--- src/rtl/btn_press_ctrl_if.sv ---
// Signal bundle between the button press classifier and its neighbours:
// debounced button and config ack in, press pulses, config request and mode out.
interface btn_press_ctrl_if;
  logic i_btn_db;
  logic i_cfg_ack;
  logic o_short;
  logic o_long;
  logic o_cfg_req;
  logic o_drop;
  logic o_mode;

  modport master (
    output i_btn_db, i_cfg_ack,
    input  o_short, o_long, o_cfg_req, o_drop, o_mode
  );

  modport slave (
    input  i_btn_db, i_cfg_ack,
    output o_short, o_long, o_cfg_req, o_drop, o_mode
  );
endinterface

--- src/rtl/btn_press_ctrl.sv ---
// Classifies debounced button presses as short or long, raises a held camera
// reconfig request on short presses and toggles a mode flag on long presses.
module btn_press_ctrl #(
  parameter int unsigned LONG_CYCLES = 100_000_000
) (
  input  logic               i_clk,
  input  logic               i_rst,
  btn_press_ctrl_if.slave    bus
);

  localparam int unsigned CW = $clog2(LONG_CYCLES + 1);

  typedef enum logic [1:0] {
    IDLE      = 2'd0,
    HELD      = 2'd1,
    LONG_WAIT = 2'd2
  } state_t;

  state_t        state_q, state_d;
  logic [CW-1:0] cnt_q, cnt_d;
  logic          btn_q;
  logic          short_q, short_d;
  logic          long_q, long_d;
  logic          cfg_req_q, cfg_req_d;
  logic          drop_q, drop_d;
  logic          mode_q, mode_d;
  logic          rise, fall;

  assign rise = bus.i_btn_db & ~btn_q;
  assign fall = ~bus.i_btn_db & btn_q;

  always_comb begin
    state_d = state_q;
    cnt_d   = cnt_q;
    short_d = 1'b0;
    long_d  = 1'b0;
    mode_d  = mode_q;
    case (state_q)
      IDLE: begin
        if (rise) begin
          state_d = HELD;
          cnt_d   = CW'(1);
        end
      end
      HELD: begin
        if (fall) begin
          state_d = IDLE;
          cnt_d   = '0;
          short_d = 1'b1;
        end else if (cnt_q == CW'(LONG_CYCLES - 1)) begin
          // This sample completes a long press; the count then freezes.
          state_d = LONG_WAIT;
          cnt_d   = CW'(LONG_CYCLES);
          long_d  = 1'b1;
          mode_d  = ~mode_q;
        end else begin
          cnt_d = cnt_q + 1'b1;
        end
      end
      LONG_WAIT: begin
        if (fall) begin
          state_d = IDLE;
          cnt_d   = '0;
        end
      end
      default: begin
        state_d = IDLE;
        cnt_d   = '0;
      end
    endcase
  end

  // A fresh short press outranks an ack landing on the same edge.
  always_comb begin
    cfg_req_d = cfg_req_q;
    drop_d    = 1'b0;
    if (short_d) begin
      cfg_req_d = 1'b1;
      drop_d    = cfg_req_q & ~bus.i_cfg_ack;
    end else if (cfg_req_q && bus.i_cfg_ack) begin
      cfg_req_d = 1'b0;
    end
  end

  // btn_q resets high so a button held through reset must be released first.
  always_ff @(posedge i_clk) begin
    if (i_rst) begin
      state_q   <= IDLE;
      cnt_q     <= '0;
      btn_q     <= 1'b1;
      short_q   <= 1'b0;
      long_q    <= 1'b0;
      cfg_req_q <= 1'b0;
      drop_q    <= 1'b0;
      mode_q    <= 1'b0;
    end else begin
      state_q   <= state_d;
      cnt_q     <= cnt_d;
      btn_q     <= bus.i_btn_db;
      short_q   <= short_d;
      long_q    <= long_d;
      cfg_req_q <= cfg_req_d;
      drop_q    <= drop_d;
      mode_q    <= mode_d;
    end
  end

  assign bus.o_short   = short_q;
  assign bus.o_long    = long_q;
  assign bus.o_cfg_req = cfg_req_q;
  assign bus.o_drop    = drop_q;
  assign bus.o_mode    = mode_q;

endmodule
--- src/flat_wrapper.sv ---
// flat-port wrapper written by rule: the top's interface ports become plain ports
module btn_press_ctrl_flat 
#(
  parameter int unsigned LONG_CYCLES = 100_000_000
)
  (i_clk, i_rst, bus_i_btn_db, bus_i_cfg_ack, bus_o_short, bus_o_long, bus_o_cfg_req, bus_o_drop, bus_o_mode);
  btn_press_ctrl_if bus_i ();
  input  logic i_clk;
  input  logic i_rst;
  input wire logic [$bits(bus_i.i_btn_db)-1:0] bus_i_btn_db;
  input wire logic [$bits(bus_i.i_cfg_ack)-1:0] bus_i_cfg_ack;
  output wire logic [$bits(bus_i.o_short)-1:0] bus_o_short;
  output wire logic [$bits(bus_i.o_long)-1:0] bus_o_long;
  output wire logic [$bits(bus_i.o_cfg_req)-1:0] bus_o_cfg_req;
  output wire logic [$bits(bus_i.o_drop)-1:0] bus_o_drop;
  output wire logic [$bits(bus_i.o_mode)-1:0] bus_o_mode;
  assign bus_i.i_btn_db = bus_i_btn_db;
  assign bus_i.i_cfg_ack = bus_i_cfg_ack;
  assign bus_o_short = bus_i.o_short;
  assign bus_o_long = bus_i.o_long;
  assign bus_o_cfg_req = bus_i.o_cfg_req;
  assign bus_o_drop = bus_i.o_drop;
  assign bus_o_mode = bus_i.o_mode;
  btn_press_ctrl #(.LONG_CYCLES(LONG_CYCLES)) u_core (.i_clk(i_clk), .i_rst(i_rst), .bus(bus_i));
endmodule
--- config.mk ---
export PLATFORM = sky130hd
export DESIGN_NAME = btn_press_ctrl_flat
export DESIGN_NICKNAME = d
export VERILOG_FILES = /design/src/rtl/btn_press_ctrl_if.sv /design/src/rtl/btn_press_ctrl.sv /design/src/flat_wrapper.sv
export SDC_FILE = /design/constraint.sdc
export NUM_CORES = 1
export LEC_CHECK = 0
export CAP_MARGIN = 20
export CORE_ASPECT_RATIO = 2
export CORE_MARGIN = 8
export CORE_UTILIZATION = 53
export CTS_CLUSTER_DIAMETER = 30
export DETAILED_ROUTE_END_ITERATION = 12
export MAX_ROUTING_LAYER = met4
export PLACE_DENSITY = 0.82
export SKIP_LAST_GASP = 1
export SYNTH_ARGS = -nofsm -noshare
export SYNTH_HDL_FRONTEND = slang
export SYNTH_SLANG_ARGS = --single-unit
--- constraint.sdc ---
create_clock -name i_clk -period 2 [get_ports i_clk]
set_clock_uncertainty 0.05 [all_clocks]
set_input_delay 0.4 -clock i_clk [delete_from_list [all_inputs] [get_ports i_clk]]
set_output_delay 0.4 -clock i_clk [all_outputs]
set_load 0.005 [all_outputs]
# Word-level counts from Yosys, hierarchy flattened
# Cells that the tools add are included.
# op_classes
n_addsub	1
n_eq_ne	6
muxes	15
bitwise	10
n_reduce_logical	8
# op_table
cell	count
$mux 27	4
$pmux 27 s3	1
$add 27x1->27 const B	1
$eq 27x27->1 const B	1
$mux 2	4
$not 1->1	7
$pmux 2 s3	1
$reduce_and 3->1	2
$mux 1	5
$ne 2x1->1 const B	2
$and 1x1->1	3
$ne 3x1->1 const B	1
$reduce_or 3->1	1
$eq 2x1->1 const B	1
$eq 2x2->1 const B	1
$logic_not 2->1	1
$reduce_and 2->1	1
$reduce_bool 2->1	1
$reduce_or 2->1	1
$logic_and 1x1->1	1
# totals
reg_bits	35
out_inout_bits	5
wordCells	48

# Longest topological paths before layout
# depth
depth_word	6
depth_mapped	7
ltp_nobuf	6

# Worst setup path before layout
# No wires, ideal clock.
# synth_path
path_kind	register to register
startpoint	register u_core.cnt_q[0]
endpoint	register u_core.cnt_q[26]
setup_time_ns	0.117
t_arrival_ns	1.720
path_slack_ns	0.113
stages_incl_launch_ff	8
n_path_buf	1
synth_period_minus_slack_ns	1.887
cell_sequence	dfxtp_1 -> ha_1 -> nand3_1 -> nor4_1 -> buf_2 -> nand4_1 -> a21o_1 -> a22o_1
# synth_between
elab_chain_cells	4
elab_cells_between_ends	5
# synth_lines
element	line_no	source
from (decl)	btn_press_ctrl.sv:20	logic [CW-1:0] cnt_q, cnt_d;
from (signal assigned)	btn_press_ctrl.sv:98	cnt_q <= cnt_d;
$add 27x1->27 / $eq 27x27->1 (equally long branches)	btn_press_ctrl.sv:57, btn_press_ctrl.sv:50	
$mux 27 (*)	btn_press_ctrl.sv:50	end else if (cnt_q == CW'(LONG_CYCLES - 1)) begin
$mux 27 (*)	btn_press_ctrl.sv:46	if (fall) begin
$pmux 27 s3 (*)	btn_press_ctrl.sv:38	case (state_q)
# Every way passes the cells marked *; elsewhere a longest branch is shown, timed or not.
# A chain may end at the register's enable or synchronous reset.

# Worst setup path after layout
# layout_path
startpoint	register u_core.cnt_q[11]
endpoint	register u_core.mode_q (netlist: u_core.bus.o_mode)
# layout_between
elab_chain_cells	2
# layout_lines
element	line_no	source
$eq 27x27->1	btn_press_ctrl.sv:50	
$reduce_and 3->1 (no line)	n/a	
to (signal assigned)	btn_press_ctrl.sv:104	mode_q <= mode_d;
to (decl)	btn_press_ctrl.sv:26	logic mode_q, mode_d;
# No other way between the ends.

==> summary.md <==
| Metric | Value |
|---|---|
| Outcome | complete, but fails checks |
| Violated checks | setup timing |
| Vias in the first global route | 1628 |
| Fmax | about 0.50 GHz |
| Vias | roughly 1800 |
| Layout cells sized above 1 | just under 30% |
| Min Clock Period, post-route | 2008 ps |
| RR Startpoint | u_core.cnt_q[11]$_SDFFE_PP0P_ |
| CP max FO | 8 |
| Die W | 56.65 um |
| Yosys reg bits | 35 |
| Clock power share | between 40% and 50% |
| Critical path arrival | 2190 ps |
| Die area | approximately 5500 um^2 |
| Setup crit end | u_core.bus.o_mode$_SDFFE_PP0P_ |
| Unrepaired setup endpoints after global routing | true |
| Syn_nets | 213 |
| I/O Buffers | 8 |
| Maxcap violations | 0 |
| Remaining routing DRC violations | 0 |
| # H-tree levels | 2 |
| Final Hold Viols | 0 |
| Clock transition at path regs | 70 ps |
| Type of destination of the critical path | flip-flop |
| Register area share after synthesis | approximately 40% |
| Root buffer cell | clkbuf_8 |
| YS warnings | 0 |
| Part of the cycle the worst path needs | 100.4% |
| Crit. Startpoint | u_core.cnt_q[11]$_SDFFE_PP0P_ |
| Nets@finish | 259 |
| Setup WS post-layout | -8.076 ps |
| Min-delay worst type | input pin to flip-flop |
| Post-DP Area | 2096 um^2 |
| Detailed placement HPWL | 3210 um |
| Clk sinks | 35 |
| Finished Cell Area | 2345 um^2 |
| Worst-Skew Late Latency | 290 ps |
| Largest net degree at the start of global routing | 13 |
| Worst slew pin tran | 503.0 ps |
| Cell-internal power | 1.138 mW |
| Synth cell types | 47 |
| Switching pwr | 334.2 uW |
| Static Leakage | 0.9106 nW |
| Core Rows | 29 |
| Pwr dens | 627.9 nW/um^2 |
| WL per Instance | 15.98 um |
| Synth Instances | 208 |
| Hold slack | 364.3 ps |
| Antenna Cells | 0 |
| Peak supply drop | between 0.0005 and 0.0006 V |
| Critical Path Start Type | flip-flop |
| FF-to-FF End | u_core.bus.o_mode$_SDFFE_PP0P_ |
| Sequential power share | 48.1% |
| Total track usage | 16.22% |
| Initial antenna violation count | 0 |
| Final ANT Viol Nets | 0 |
| Sw Ratio | 22.70% |
| Ys async rst share | 0% |
| GP Congestion | 0.8433 |
| Starting Density | 55.49% |
| Slew headroom | 66.43% |
| # setup viols final | 1 |
| First-pass GRT wire length | 7279 um |
| Grt total ovfl | 0 |
| Data required time of the critical path | 2180 ps |
| Hold-fix buffer count after cts | 0 |
| Die height | 97.30 um |
| Critical path class | flip-flop to flip-flop |
| Register-to-Register Setup Slack | -8 ps |
| Drt initial violations | 55 |
| I/O pins | 9 |
| Num CTS Buffers | 5 |
| Total Wirelength | 4569 um |
| Predominant post-synthesis flop cell | dfxtp_1 |
| Post-Syn Area | 1752 um^2 |
| Clock Path Buffers | 2 |
| Slew Viols, Final | 0 |
| TritonCTS clock tree | done |
| Placeable Area | around 3200 um^2 |
| EDFF count, synth | 0 |
| Syn Area/Cell | 8.422 um^2 |
| R2r worst-path depth | 5 |
| Drt pass-1 iters | 5 |
| Layout fillers | 245 |
| Combinational share of power | roughly 8.7% |
| Vias per cell | just over 6 |
| Area delta synth->final | 33.86% |
==> routing by layer <==
| layer | wire [um] | GRT usage [%] | up-vias |
|---|---|---|---|
| met5 | 0 | - | - |
| met4 | 158 | 6.704 | 0 |
| met1 | 1808 | 16.14 | 856 |
| met3 | 117 | 3.534 | 15 |
| li1 | - | - | 852 |
| met2 | 2485 | 28.86 | 39 |
==> power by group through the flow <==
stage	clock (mW)	combinational (mW)	sequential (mW)
detailed placement	0	0.119	0.724
floorplan	0	0.0579	0.724
finish	0.635	0.128	0.709
CTS	0.647	0.120	0.708
global route	0.665	0.140	0.710
global placement	0	0.115	0.724
==> cell type report <==
cell class	count	area, um^2	area share [%]
Tap cell	31	38.79	1.654
Multi-Input combinational cell	156	1045	44.56
Inverter	7	26.28	1.121
Clock buffer	5	68.82	2.935
Timing Repair Buffer	49	417.9	17.82
Sequential cell	35	704.4	30.04
Clock inverter	3	43.79	1.868
==> Yosys cell counts, types with 2 or more instances <==
master     n  area share [%]
and4_1     3             1.5
xnor2_1    3             1.5
a31oi_1    7             2.5
xor2_1     6             3.0
inv_1      7             1.5
nand2_1   14             3.0
nor2_1    21             4.5
nand3_1   11             3.1
a211oi_1   2            0.86
nor4_1     2            0.71
dfxtp_1   35              40
and3_2     3             1.3
nor3_1     3            0.86
nand2b_1   3             1.1
a22o_1     3             1.5
clkbuf_1   3            0.64
or3b_1     2             1.0
a21o_1     4             1.7
nand4_1   14             5.0
mux2i_1    2             1.1
or2_2      2            0.71
buf_2      4             1.1
or3_1      5             1.8
a21oi_1   11             3.1
o21ai_0   16             4.6
==> worst min-delay path by stage <==
stage                                              from                            end  cells after the start
after floorplan           u_core.cnt_q[24]$_SDFFE_PP0P_  u_core.cnt_q[24]$_SDFFE_PP0P_                      2
after global placement    u_core.cnt_q[24]$_SDFFE_PP0P_  u_core.cnt_q[24]$_SDFFE_PP0P_                      2
after detailed placement  u_core.cnt_q[24]$_SDFFE_PP0P_  u_core.cnt_q[24]$_SDFFE_PP0P_                      2
after CTS                 u_core.cnt_q[24]$_SDFFE_PP0P_  u_core.cnt_q[24]$_SDFFE_PP0P_                      2
after global routing                       bus_i_btn_db        u_core.btn_q$_SDFF_PP1_                      2
final                                      bus_i_btn_db        u_core.btn_q$_SDFF_PP1_                      2
==> stage by stage <==
stage | worst slack (ps) | instances | utilization (%) | setup TNS, ps | power, mW
2_1_floorplan | 112.8 | 208 | - | 0 | 0.7819
3_3_place_gp | -303.6 | 274 | 66.39 | -4279 | 0.8396
3_5_place_dp | -346.9 | 274 | 66.39 | -5064 | 0.8431
4_1_cts | -16.21 | 282 | 70.39 | -20.57 | 1.476
5_1_grt | -78.48 | 286 | 74.28 | -239.2 | 1.515
6_report | -8.076 | 286 | 74.28 | -8.076 | 1.472
==> worst max-delay path, cell delays in order, from the launching register on <==
cell,delay [ps]
dfxtp_1,320
or4_4,540
nor4_4,320
nand3_4,190
or3_4,420
a21oi_2,110
==> logic make-up after synthesis <==
logic type | Yosys count | synth area share [%]
and+or+nand+nor | 94 | 30.86
AOI/OAI and AO/OA | 50 | 17.57
DFF | 35 | 40.00
buffers and inverters | 17 | 5.214
xor gates and xnor gates | 9 | 4.500
muxes | 2 | 1.143
adders and majority gates | 1 | 0.7142
==> flip-flops by register name, indices dropped and copies added, names as in the netlist <==
| signal | cells |
|---|---|
| u_core.cnt_q | 27 |
| u_core.bus.o_mode | 1 |
| u_core.bus.o_long | 1 |
| u_core.bus.o_short | 1 |
| u_core.state_q | 2 |
| u_core.btn_q | 1 |
| u_core.bus.o_cfg_req | 1 |
| u_core.bus.o_drop | 1 |
==> what timing repair did <==
| item | 4_1_cts | 5_1_grt |
|---|---|---|
| hold endpoints to repair | 0 | 0 |
| pin swaps | 0 | 10 |
| resized for setup | 3 | 20 |
| setup endpoints to repair | 7 | 17 |
| buffers inserted | 0 | 4 |
==> layout by cell type (no fill, tap or decap), types with 3 or more instances in the layout <==
| cell type | n |
|---|---|
| o21ai_0 | 14 |
| clkbuf_8 | 5 |
| and3_2 | 3 |
| dfxtp_2 | 3 |
| a21o_1 | 4 |
| nor3_1 | 3 |
| inv_1 | 7 |
| a31oi_1 | 5 |
| a21oi_1 | 10 |
| nand2b_1 | 3 |
| dfxtp_1 | 32 |
| a22o_1 | 3 |
| buf_6 | 4 |
| xnor2_1 | 3 |
| xor2_1 | 6 |
| nand4_1 | 14 |
| nand2_1 | 14 |
| or3_1 | 4 |
| buf_4 | 36 |
| clkdlybuf4s50_1 | 7 |
| nand3_1 | 10 |
| nor2_1 | 20 |
(Power assumes the default switching activity.)
